**config.mk**
```make
export PLATFORM = sky130hd
export DESIGN_NAME = rename_map_table_flat
export DESIGN_NICKNAME = d
export VERILOG_FILES = /design/src/rtl/rename_map_table_if.sv /design/src/rtl/rename_map_table.sv /design/src/flat_wrapper.sv
export SDC_FILE = /design/constraint.sdc
export NUM_CORES = 1
export LEC_CHECK = 0
export BUFFER_PORTS_ARGS = -buffer_cell sky130_fd_sc_hd__buf_4
export CAP_MARGIN = 20
export CELL_PAD_IN_SITES_DETAIL_PLACEMENT = 1
export CELL_PAD_IN_SITES_GLOBAL_PLACEMENT = 1
export CORE_MARGIN = 4
export CORE_UTILIZATION = 40
export DETAILED_ROUTE_END_ITERATION = 12
export GPL_ROUTABILITY_DRIVEN = 0
export GPL_TIMING_DRIVEN = 0
export HOLD_SLACK_MARGIN = 0.08
export PLACE_DENSITY_LB_ADDON = 0.1
export SYNTH_ARGS = -nofsm -noshare
export SYNTH_HDL_FRONTEND = slang
export SYNTH_SLANG_ARGS = --single-unit
```
**constraint.sdc**
```tcl
create_clock -name CLK -period 6.6 [get_ports CLK]
set_clock_uncertainty 0.15 [all_clocks]
set_input_delay 0.99 -clock CLK [delete_from_list [all_inputs] [get_ports CLK]]
set_output_delay 0.99 -clock CLK [all_outputs]
set_load 0.02 [all_outputs]
```
**src/rtl/rename_map_table_if.sv**
```systemverilog
// rename_map_table_if: issue, lookup, CDB and register-file write signals of
// the rename map table. The issue stage/test driver uses the master modport,
// the map table uses the slave modport.
interface rename_map_table_if #(
    parameter int NREG  = 32,
    parameter int TAG_W = 4,
    parameter int NCDB  = 2
);
    localparam int AW = $clog2(NREG);
    localparam int CW = $clog2(NREG + 1);

    logic                  iss_valid;
    logic [AW-1:0]         iss_rd;
    logic [TAG_W-1:0]      iss_tag;

    logic [AW-1:0]         rs1_addr;
    logic [AW-1:0]         rs2_addr;
    logic                  rs1_used;
    logic                  rs2_used;
    logic [TAG_W-1:0]      t1;
    logic [TAG_W-1:0]      t2;
    logic                  fwd1;
    logic                  fwd2;
    logic [31:0]           fwd1_data;
    logic [31:0]           fwd2_data;

    logic [NCDB-1:0]       cdb_valid;
    logic [NCDB*TAG_W-1:0] cdb_tag;
    logic [NCDB*32-1:0]    cdb_data;

    logic [NCDB-1:0]       rf_we;
    logic [NCDB*AW-1:0]    rf_waddr;
    logic [NCDB*32-1:0]    rf_wdata;

    logic [CW-1:0]         busy_count;

    logic                  ckpt_save;
    logic                  ckpt_restore;

    modport master (
        output iss_valid, iss_rd, iss_tag,
        output rs1_addr, rs2_addr, rs1_used, rs2_used,
        input  t1, t2, fwd1, fwd2, fwd1_data, fwd2_data,
        output cdb_valid, cdb_tag, cdb_data,
        input  rf_we, rf_waddr, rf_wdata,
        input  busy_count,
        output ckpt_save, ckpt_restore
    );

    modport slave (
        input  iss_valid, iss_rd, iss_tag,
        input  rs1_addr, rs2_addr, rs1_used, rs2_used,
        output t1, t2, fwd1, fwd2, fwd1_data, fwd2_data,
        input  cdb_valid, cdb_tag, cdb_data,
        output rf_we, rf_waddr, rf_wdata,
        output busy_count,
        input  ckpt_save, ckpt_restore
    );
endinterface

```
**src/rtl/rename_map_table.sv**
```systemverilog
// rename_map_table: register-alias table for the out-of-order issue stage.
// Tracks the producing reservation-station tag per architectural register,
// answers source lookups with same-cycle CDB bypass, retires mappings from
// NCDB CDB lanes (ignoring stale tags) and drives registered RF write ports.
// Optional feature: define RMT_CHECKPOINT_EN for a single branch checkpoint
// (shadow copy of tag/busy with save/restore). Without it ckpt_* are ignored.
module rename_map_table #(
    parameter int NREG  = 32,
    parameter int TAG_W = 4,
    parameter int NCDB  = 2
) (
    input  logic                CLK,
    input  logic                RST_N,
    rename_map_table_if.slave   bus
);
    localparam int AW = $clog2(NREG);
    localparam int CW = $clog2(NREG + 1);

    logic [TAG_W-1:0] tag_q  [NREG];
    logic [NREG-1:0]  busy_q;
    logic [TAG_W-1:0] tag_d  [NREG];
    logic [NREG-1:0]  busy_d;

    // Table the next state is built from: live table, or shadow on restore.
    logic [TAG_W-1:0] base_tag [NREG];
    logic [NREG-1:0]  base_busy;

    logic [TAG_W-1:0] lane_tag  [NCDB];
    logic [31:0]      lane_data [NCDB];
    logic [NCDB-1:0]  lane_act;

    logic             restore_eff;
    logic             iss_eff;

    logic [NCDB-1:0]    rf_we_d;
    logic [AW-1:0]      rf_waddr_d [NCDB];
    logic [NCDB-1:0]    rf_we_q;
    logic [NCDB*AW-1:0] rf_waddr_q;
    logic [NCDB*32-1:0] rf_wdata_q;

    logic [CW-1:0]    cnt_d;
    logic [CW-1:0]    cnt_q;

    logic [AW-1:0]    src_addr [2];
    logic             src_used [2];
    logic [TAG_W-1:0] src_tag  [2];
    logic             src_fwd  [2];
    logic [31:0]      src_data [2];

    assign src_addr[0] = bus.rs1_addr;
    assign src_addr[1] = bus.rs2_addr;
    assign src_used[0] = bus.rs1_used;
    assign src_used[1] = bus.rs2_used;

    // A restore cycle discards the issue; issues to x0 never create a mapping.
    assign iss_eff = bus.iss_valid && !restore_eff && (bus.iss_rd != '0);

    // Unpack CDB lanes; a lane repeating a lower lane's tag is ignored.
    always_comb begin
        for (int i = 0; i < NCDB; i++) begin
            lane_tag[i]  = bus.cdb_tag[i*TAG_W +: TAG_W];
            lane_data[i] = bus.cdb_data[i*32 +: 32];
        end
        for (int i = 0; i < NCDB; i++) begin
            lane_act[i] = bus.cdb_valid[i];
            for (int j = 0; j < NCDB; j++) begin
                if (j < i && bus.cdb_valid[j] &&
                    (bus.cdb_tag[j*TAG_W +: TAG_W] == bus.cdb_tag[i*TAG_W +: TAG_W]))
                    lane_act[i] = 1'b0;
            end
        end
    end

    // Source lookups against pre-issue state with lowest-lane CDB bypass.
    always_comb begin
        for (int p = 0; p < 2; p++) begin
            src_tag[p]  = '0;
            src_fwd[p]  = 1'b0;
            src_data[p] = '0;
            if (src_used[p] && busy_q[src_addr[p]]) begin
                src_tag[p] = tag_q[src_addr[p]];
                for (int i = NCDB - 1; i >= 0; i--) begin
                    if (bus.cdb_valid[i] && (lane_tag[i] == tag_q[src_addr[p]])) begin
                        src_tag[p]  = '0;
                        src_fwd[p]  = 1'b1;
                        src_data[p] = lane_data[i];
                    end
                end
            end
        end
    end

    assign bus.t1        = src_tag[0];
    assign bus.t2        = src_tag[1];
    assign bus.fwd1      = src_fwd[0];
    assign bus.fwd2      = src_fwd[1];
    assign bus.fwd1_data = src_data[0];
    assign bus.fwd2_data = src_data[1];

    // RF write per lane: lowest live register holding the lane tag, unless
    // this cycle's issue is taking that register over (result is stale then).
    always_comb begin
        for (int i = 0; i < NCDB; i++) begin
            rf_we_d[i]    = 1'b0;
            rf_waddr_d[i] = '0;
            for (int r = NREG - 1; r >= 1; r--) begin
                if (lane_act[i] && busy_q[r] && (tag_q[r] == lane_tag[i]) &&
                    !(iss_eff && (bus.iss_rd == AW'(r)))) begin
                    rf_we_d[i]    = 1'b1;
                    rf_waddr_d[i] = AW'(r);
                end
            end
        end
    end

    // Next table: base table, CDB retires cleared, then issue overrides.
    always_comb begin
        cnt_d = '0;
        for (int r = 0; r < NREG; r++) begin
            tag_d[r]  = base_tag[r];
            busy_d[r] = base_busy[r];
            for (int i = 0; i < NCDB; i++) begin
                if (bus.cdb_valid[i] && busy_d[r] && (tag_d[r] == lane_tag[i])) begin
                    tag_d[r]  = '0;
                    busy_d[r] = 1'b0;
                end
            end
            if (iss_eff && (bus.iss_rd == AW'(r))) begin
                tag_d[r]  = bus.iss_tag;
                busy_d[r] = 1'b1;
            end
            if (r == 0) begin
                tag_d[r]  = '0;
                busy_d[r] = 1'b0;
            end
            cnt_d = cnt_d + CW'(busy_d[r]);
        end
    end

`ifdef RMT_CHECKPOINT_EN
    logic [TAG_W-1:0] sh_tag_q  [NREG];
    logic [NREG-1:0]  sh_busy_q;
    logic [TAG_W-1:0] sh_tag_d  [NREG];
    logic [NREG-1:0]  sh_busy_d;

    assign restore_eff = bus.ckpt_restore;

    // Restore rebuilds from the shadow; otherwise from the live table.
    always_comb begin
        for (int r = 0; r < NREG; r++) begin
            base_tag[r]  = restore_eff ? sh_tag_q[r]  : tag_q[r];
            base_busy[r] = restore_eff ? sh_busy_q[r] : busy_q[r];
        end
    end

    // Shadow tracks retires; save (without restore) snapshots the next table.
    always_comb begin
        for (int r = 0; r < NREG; r++) begin
            sh_tag_d[r]  = sh_tag_q[r];
            sh_busy_d[r] = sh_busy_q[r];
            for (int i = 0; i < NCDB; i++) begin
                if (bus.cdb_valid[i] && sh_busy_d[r] && (sh_tag_d[r] == lane_tag[i])) begin
                    sh_tag_d[r]  = '0;
                    sh_busy_d[r] = 1'b0;
                end
            end
            if (bus.ckpt_save && !restore_eff) begin
                sh_tag_d[r]  = tag_d[r];
                sh_busy_d[r] = busy_d[r];
            end
        end
    end

    // Shadow storage.
    always_ff @(posedge CLK or negedge RST_N) begin
        if (!RST_N) begin
            for (int r = 0; r < NREG; r++) sh_tag_q[r] <= '0;
            sh_busy_q <= '0;
        end else begin
            for (int r = 0; r < NREG; r++) sh_tag_q[r] <= sh_tag_d[r];
            sh_busy_q <= sh_busy_d;
        end
    end
`else
    logic ckpt_unused;

    assign restore_eff = 1'b0;
    assign ckpt_unused = bus.ckpt_save ^ bus.ckpt_restore;

    // Without checkpointing the next table always starts from the live one.
    always_comb begin
        for (int r = 0; r < NREG; r++) begin
            base_tag[r]  = tag_q[r];
            base_busy[r] = busy_q[r];
        end
    end
`endif

    // Map table and occupancy counter.
    always_ff @(posedge CLK or negedge RST_N) begin
        if (!RST_N) begin
            for (int r = 0; r < NREG; r++) tag_q[r] <= '0;
            busy_q <= '0;
            cnt_q  <= '0;
        end else begin
            for (int r = 0; r < NREG; r++) tag_q[r] <= tag_d[r];
            busy_q <= busy_d;
            cnt_q  <= cnt_d;
        end
    end

    // Registered RF write ports; address/data only move on a real write.
    always_ff @(posedge CLK or negedge RST_N) begin
        if (!RST_N) begin
            rf_we_q    <= '0;
            rf_waddr_q <= '0;
            rf_wdata_q <= '0;
        end else begin
            rf_we_q <= rf_we_d;
            for (int i = 0; i < NCDB; i++) begin
                if (rf_we_d[i]) begin
                    rf_waddr_q[i*AW +: AW] <= rf_waddr_d[i];
                    rf_wdata_q[i*32 +: 32] <= lane_data[i];
                end
            end
        end
    end

    assign bus.rf_we      = rf_we_q;
    assign bus.rf_waddr   = rf_waddr_q;
    assign bus.rf_wdata   = rf_wdata_q;
    assign bus.busy_count = cnt_q;

endmodule

```
**src/flat_wrapper.sv**
```systemverilog
// flat-port wrapper written by rule: the top's interface ports become plain ports
module rename_map_table_flat 
#(
    parameter int NREG  = 32,
    parameter int TAG_W = 4,
    parameter int NCDB  = 2
)
  (CLK, RST_N, bus_iss_valid, bus_iss_rd, bus_iss_tag, bus_rs1_addr, bus_rs2_addr, bus_rs1_used, bus_rs2_used, bus_t1, bus_t2, bus_fwd1, bus_fwd2, bus_fwd1_data, bus_fwd2_data, bus_cdb_valid, bus_cdb_tag, bus_cdb_data, bus_rf_we, bus_rf_waddr, bus_rf_wdata, bus_busy_count, bus_ckpt_save, bus_ckpt_restore);
  rename_map_table_if #(.NREG(NREG), .TAG_W(TAG_W), .NCDB(NCDB)) bus_i ();
  input  logic CLK;
  input  logic RST_N;
  input wire logic [$bits(bus_i.iss_valid)-1:0] bus_iss_valid;
  input wire logic [$bits(bus_i.iss_rd)-1:0] bus_iss_rd;
  input wire logic [$bits(bus_i.iss_tag)-1:0] bus_iss_tag;
  input wire logic [$bits(bus_i.rs1_addr)-1:0] bus_rs1_addr;
  input wire logic [$bits(bus_i.rs2_addr)-1:0] bus_rs2_addr;
  input wire logic [$bits(bus_i.rs1_used)-1:0] bus_rs1_used;
  input wire logic [$bits(bus_i.rs2_used)-1:0] bus_rs2_used;
  output wire logic [$bits(bus_i.t1)-1:0] bus_t1;
  output wire logic [$bits(bus_i.t2)-1:0] bus_t2;
  output wire logic [$bits(bus_i.fwd1)-1:0] bus_fwd1;
  output wire logic [$bits(bus_i.fwd2)-1:0] bus_fwd2;
  output wire logic [$bits(bus_i.fwd1_data)-1:0] bus_fwd1_data;
  output wire logic [$bits(bus_i.fwd2_data)-1:0] bus_fwd2_data;
  input wire logic [$bits(bus_i.cdb_valid)-1:0] bus_cdb_valid;
  input wire logic [$bits(bus_i.cdb_tag)-1:0] bus_cdb_tag;
  input wire logic [$bits(bus_i.cdb_data)-1:0] bus_cdb_data;
  output wire logic [$bits(bus_i.rf_we)-1:0] bus_rf_we;
  output wire logic [$bits(bus_i.rf_waddr)-1:0] bus_rf_waddr;
  output wire logic [$bits(bus_i.rf_wdata)-1:0] bus_rf_wdata;
  output wire logic [$bits(bus_i.busy_count)-1:0] bus_busy_count;
  input wire logic [$bits(bus_i.ckpt_save)-1:0] bus_ckpt_save;
  input wire logic [$bits(bus_i.ckpt_restore)-1:0] bus_ckpt_restore;
  assign bus_i.iss_valid = bus_iss_valid;
  assign bus_i.iss_rd = bus_iss_rd;
  assign bus_i.iss_tag = bus_iss_tag;
  assign bus_i.rs1_addr = bus_rs1_addr;
  assign bus_i.rs2_addr = bus_rs2_addr;
  assign bus_i.rs1_used = bus_rs1_used;
  assign bus_i.rs2_used = bus_rs2_used;
  assign bus_t1 = bus_i.t1;
  assign bus_t2 = bus_i.t2;
  assign bus_fwd1 = bus_i.fwd1;
  assign bus_fwd2 = bus_i.fwd2;
  assign bus_fwd1_data = bus_i.fwd1_data;
  assign bus_fwd2_data = bus_i.fwd2_data;
  assign bus_i.cdb_valid = bus_cdb_valid;
  assign bus_i.cdb_tag = bus_cdb_tag;
  assign bus_i.cdb_data = bus_cdb_data;
  assign bus_rf_we = bus_i.rf_we;
  assign bus_rf_waddr = bus_i.rf_waddr;
  assign bus_rf_wdata = bus_i.rf_wdata;
  assign bus_busy_count = bus_i.busy_count;
  assign bus_i.ckpt_save = bus_ckpt_save;
  assign bus_i.ckpt_restore = bus_ckpt_restore;
  rename_map_table #(.NREG(NREG), .TAG_W(TAG_W), .NCDB(NCDB)) u_core (.CLK(CLK), .RST_N(RST_N), .bus(bus_i));
endmodule
```
==> summary.txt <==
Status
  • Status: completed

Clock network
  • CTS Buffer Depth: 3
  • CTS Buf Count: 30
  • CTS tree: yes
  • Root Buffer: clkbuf_16
  • # hold bufs at CTS: 0
  • Htree depth: 1
  • CTS sink cnt: 237
  • Clock Latency Late Sink: a little under 0.6 ns
  • Clk pin slew, worst setup/hold paths: 0.06 ns

Power and ir drop
  • Sequential share of power: between 20% and 30%
  • Internal power: approximately 0.0067 W
  • Leak Pwr: roughly 10 nW
  • Sw Share: 45.5%
  • Worst VDD drop: 1980 uV
  • Clk pwr share: between 10 and 15%
  • Sw power: about 0.0056 W
  • Total chip power: 0.0123 W
  • Comb pwr share: 61.1%
  • PD cells: approximately 550 mW/mm2

Route
  • Wire length per cell: 32.1 um
  • Vias per cell: 6.55
  • Routed Antenna Nets: 0
  • Initial DRC count: 2604
  • Total routed wirelength: 88.0 mm
  • # DRC: 0
  • DRT Pass-1 Iters: 7
  • Via Count: 18000

Worst setup path
  • Worst Path Max Fanout: 10
  • R2r startpoint: u_core.base_tag[118]
  • R2R Setup Slk: 0.34 ns
  • Setup crit end kind: register
  • R2R depth: 21
  • CP arrival: 6.77 ns
  • Kind of critical path: in -> reg
  • Req. time, crit path: 6.92 ns
  • Worst r2r dst: u_core.bus.busy_count[4]
  • Crit path launch type: primary input

Placement
  • PortBufs: between 200 and 250
  • Post-DP HPWL: 66.8 mm
  • Placement Cell Area: 0.0208 mm2

Timing
  • Final TNS setup: 0 ns
  • Max Slew Vio Count: 0
  • Hold WS: between 0.15 and 0.2 ns
  • Worst slew pin tran: ~1.2 ns
  • Fin crit period: 6.45 ns
  • Final period utilization: 97.7%
  • Headroom to the max-slew limit: between 10% and 20%
  • Final hold vios: 0
  • Final setup fails: 0
  • FMAX: between 0.15 and 0.2 GHz

Global route
  • Gr busiest metal: met2
  • Total GRT Usage: 34.5%
  • Overflow after GRT: 0
  • Vias in the first global route: 18100
  • Met1 Usage GRT: 47.6%
  • Pin count of the biggest net entering global routing: 100
  • First-pass GRT wire length: 127 mm
  • Initial antenna violation count: 3
  • GR Util met2: 50.5%
  • Met3 global-route usage: 11.3%

Logic synthesis
  • Number of enable flip-flop cells after synthesis: 0
  • Top FF cell, synth: dfrtp_1
  • Yosys warnings: 0
  • Cell accounting for the most synthesized area: dfrtp_1
  • Ys async rst share: 100%
  • Synth unique cells: 84
  • Avg Inst Size Synth: ~9.9 um2
  • Synthesized net count: 1969
  • Synth top area share: around a third
  • Synthesized flop and latch total: 237
  • Top cells by area, synth: dfrtp_1, xor2_1, mux4_2, a22o_1, mux2i_1
  • Post-Syn Instances: 1837
  • Mapped cell area: between 0.015 and 0.02 mm2
  • Register area share after synthesis: 32.6%

Final layout
  • Layout cells sized above 1: roughly 27%
  • Area Growth Syn to Fin: 23.3%
  • Nets: 2263
  • Design area: 0.0224 mm2

Flow run
  • Max capacitance violation total: 0

Floorplan
  • Core area: between 0.04 and 0.05 mm2
  • Cell Rows: 77
  • # IOs: 256
  • Die Height: 221 um
  • Total die area: 0.0489 mm2
  • Die W: 221 um
  • Starting density of the core: 40.8%

Min path
  • Hold Crit Class: in -> async
==> stage by stage <==
step | worst slack [ns] | util, % | instances
floorplan | 0.0116 | - | 1837
global placement | -1.40 | 46.5 | 2668
detailed placement | -1.34 | 46.8 | 2677
CTS | 0.00477 | 49.7 | 2733
global route | -0.00230 | 50.3 | 2745
finish | 0.149 | 50.3 | 2746
==> state kept, by name (all words and copies together) (netlist names) <==
| signal | count |
|---|---|
| u_core.bus.busy_count | 6 |
| u_core.bus.rf_wdata | 64 |
| u_core.base_busy | 31 |
| u_core.bus.rf_we | 2 |
| u_core.bus.rf_waddr | 10 |
| u_core.base_tag | 124 |
==> what timing repair did <==
| item | CTS | global route |
|---|---|---|
| pin swaps | 2 | 17 |
| setup endpoints to repair | 14 | 5 |
| endpoints found under the hold margin | 0 | 0 |
| setup buffers | 3 | 8 |
| gates cloned | 0 | 0 |
| resized for setup | 65 | 56 |
==> worst max-delay path by stage <==
stage                           startpoint                       end  cells after the start
after floorplan             bus_cdb_tag[4]  u_core.bus.busy_count[4]                     23
after global placement      bus_cdb_tag[4]  u_core.bus.busy_count[4]                     23
after detailed placement    bus_cdb_tag[2]  u_core.bus.busy_count[4]                     23
after CTS                   bus_cdb_tag[7]  u_core.bus.busy_count[4]                     24
after global routing      bus_cdb_valid[1]  u_core.bus.busy_count[4]                     22
final                       bus_cdb_tag[6]  u_core.bus.busy_count[4]                     23
==> cell type report <==
cell class | instances | area (um2)
Clock inverter | 13 | 183
Tap cell | 592 | 741
Fill cell | 5037 | 22100
Sequential cell | 237 | 5930
Buffer | 111 | 797
Clock buffer | 41 | 883
Antenna cell | 1 | 2.50
Inverter | 66 | 248
Multi-Input combinational cell | 1422 | 11600
Timing Repair Buffer | 263 | 2010
==> critical path: stages <==
cell	delay, ns
buf_6	0.15
buf_12	0.17
xor2_1	0.17
nor4_4	0.56
nand2_1	0.15
nand3_2	0.11
nand2_2	0.08
ha_1	0.29
fa_1	0.49
inv_1	0.06
fa_1	0.57
fa_1	0.45
fa_1	0.52
fa_1	0.56
fa_1	0.41
inv_1	0.07
ha_2	0.18
inv_1	0.05
fa_2	0.35
inv_1	0.07
a21o_1	0.12
a21oi_2	0.06
xnor2_1	0.12
==> power by group through the flow <==
stage                     Combinational, W  Sequential [W]  Clock (W)
final                              0.00754         0.00299    0.00180
after global routing               0.00854         0.00302    0.00188
after CTS                          0.00748         0.00292    0.00182
after detailed placement           0.00734         0.00294          0
after global placement             0.00714         0.00291          0
after floorplan                    0.00480         0.00295          0
==> per-layer routing <==
layer  vias to the layer above  part of all wire [%]
li1                       7320                     -
met5                         -                 0.016
met2                      1202                    42
met1                      9229                    40
met3                       242                    13
met4                         2                   4.9
==> Yosys cell counts, types with 37 or more instances <==
master	n
dfrtp_1	237
xor2_1	197
nand2_1	154
nor2_1	129
a22o_1	115
mux2i_1	97
nand3_1	73
mux2_2	72
xnor2_1	70
inv_1	65
mux4_2	63
buf_2	49
clkbuf_1	47
nor3_1	40
o21ai_0	37
==> kinds of logic after synthesis <==
group | count (synthesis) | synth area share (%)
and+or+nand+nor | 571 | 15.9
AOI/OAI and AO/OA | 320 | 13.5
buffers and inverters | 178 | 4.37
DFF | 237 | 32.6
muxes | 232 | 17.6
xor gates and xnor gates | 267 | 12.9
adders and majority gates | 32 | 3.15
==> cell usage in the layout, fill, tap and decap left out, types with 11 or more instances in the layout <==
cell       netlist  layout
clkbuf_16        0      31
mux2_2          72      72
buf_4            7     257
and3_1          25      25
a31oi_1         26      26
buf_2           49      34
a211oi_1        13      13
clkbuf_1        47      38
buf_6            5      20
o21ai_0         37      36
a31o_2          11      11
xnor2_1         70      70
nor2b_1         15      15
nand2_1        154     153
nand2b_1        14      14
nor2_1         129     127
nor3_1          40      34
fa_1            23      22
a22o_1         115     115
nand4_1         31      31
a21oi_1         27      26
dfrtp_1        237     237
mux4_2          63      63
mux2i_1         97      97
nand3_1         73      72
nor4_1          29      20
inv_1           65      65
xor2_1         197     197
No activity file was read; power rests on OpenSTA's default activity.
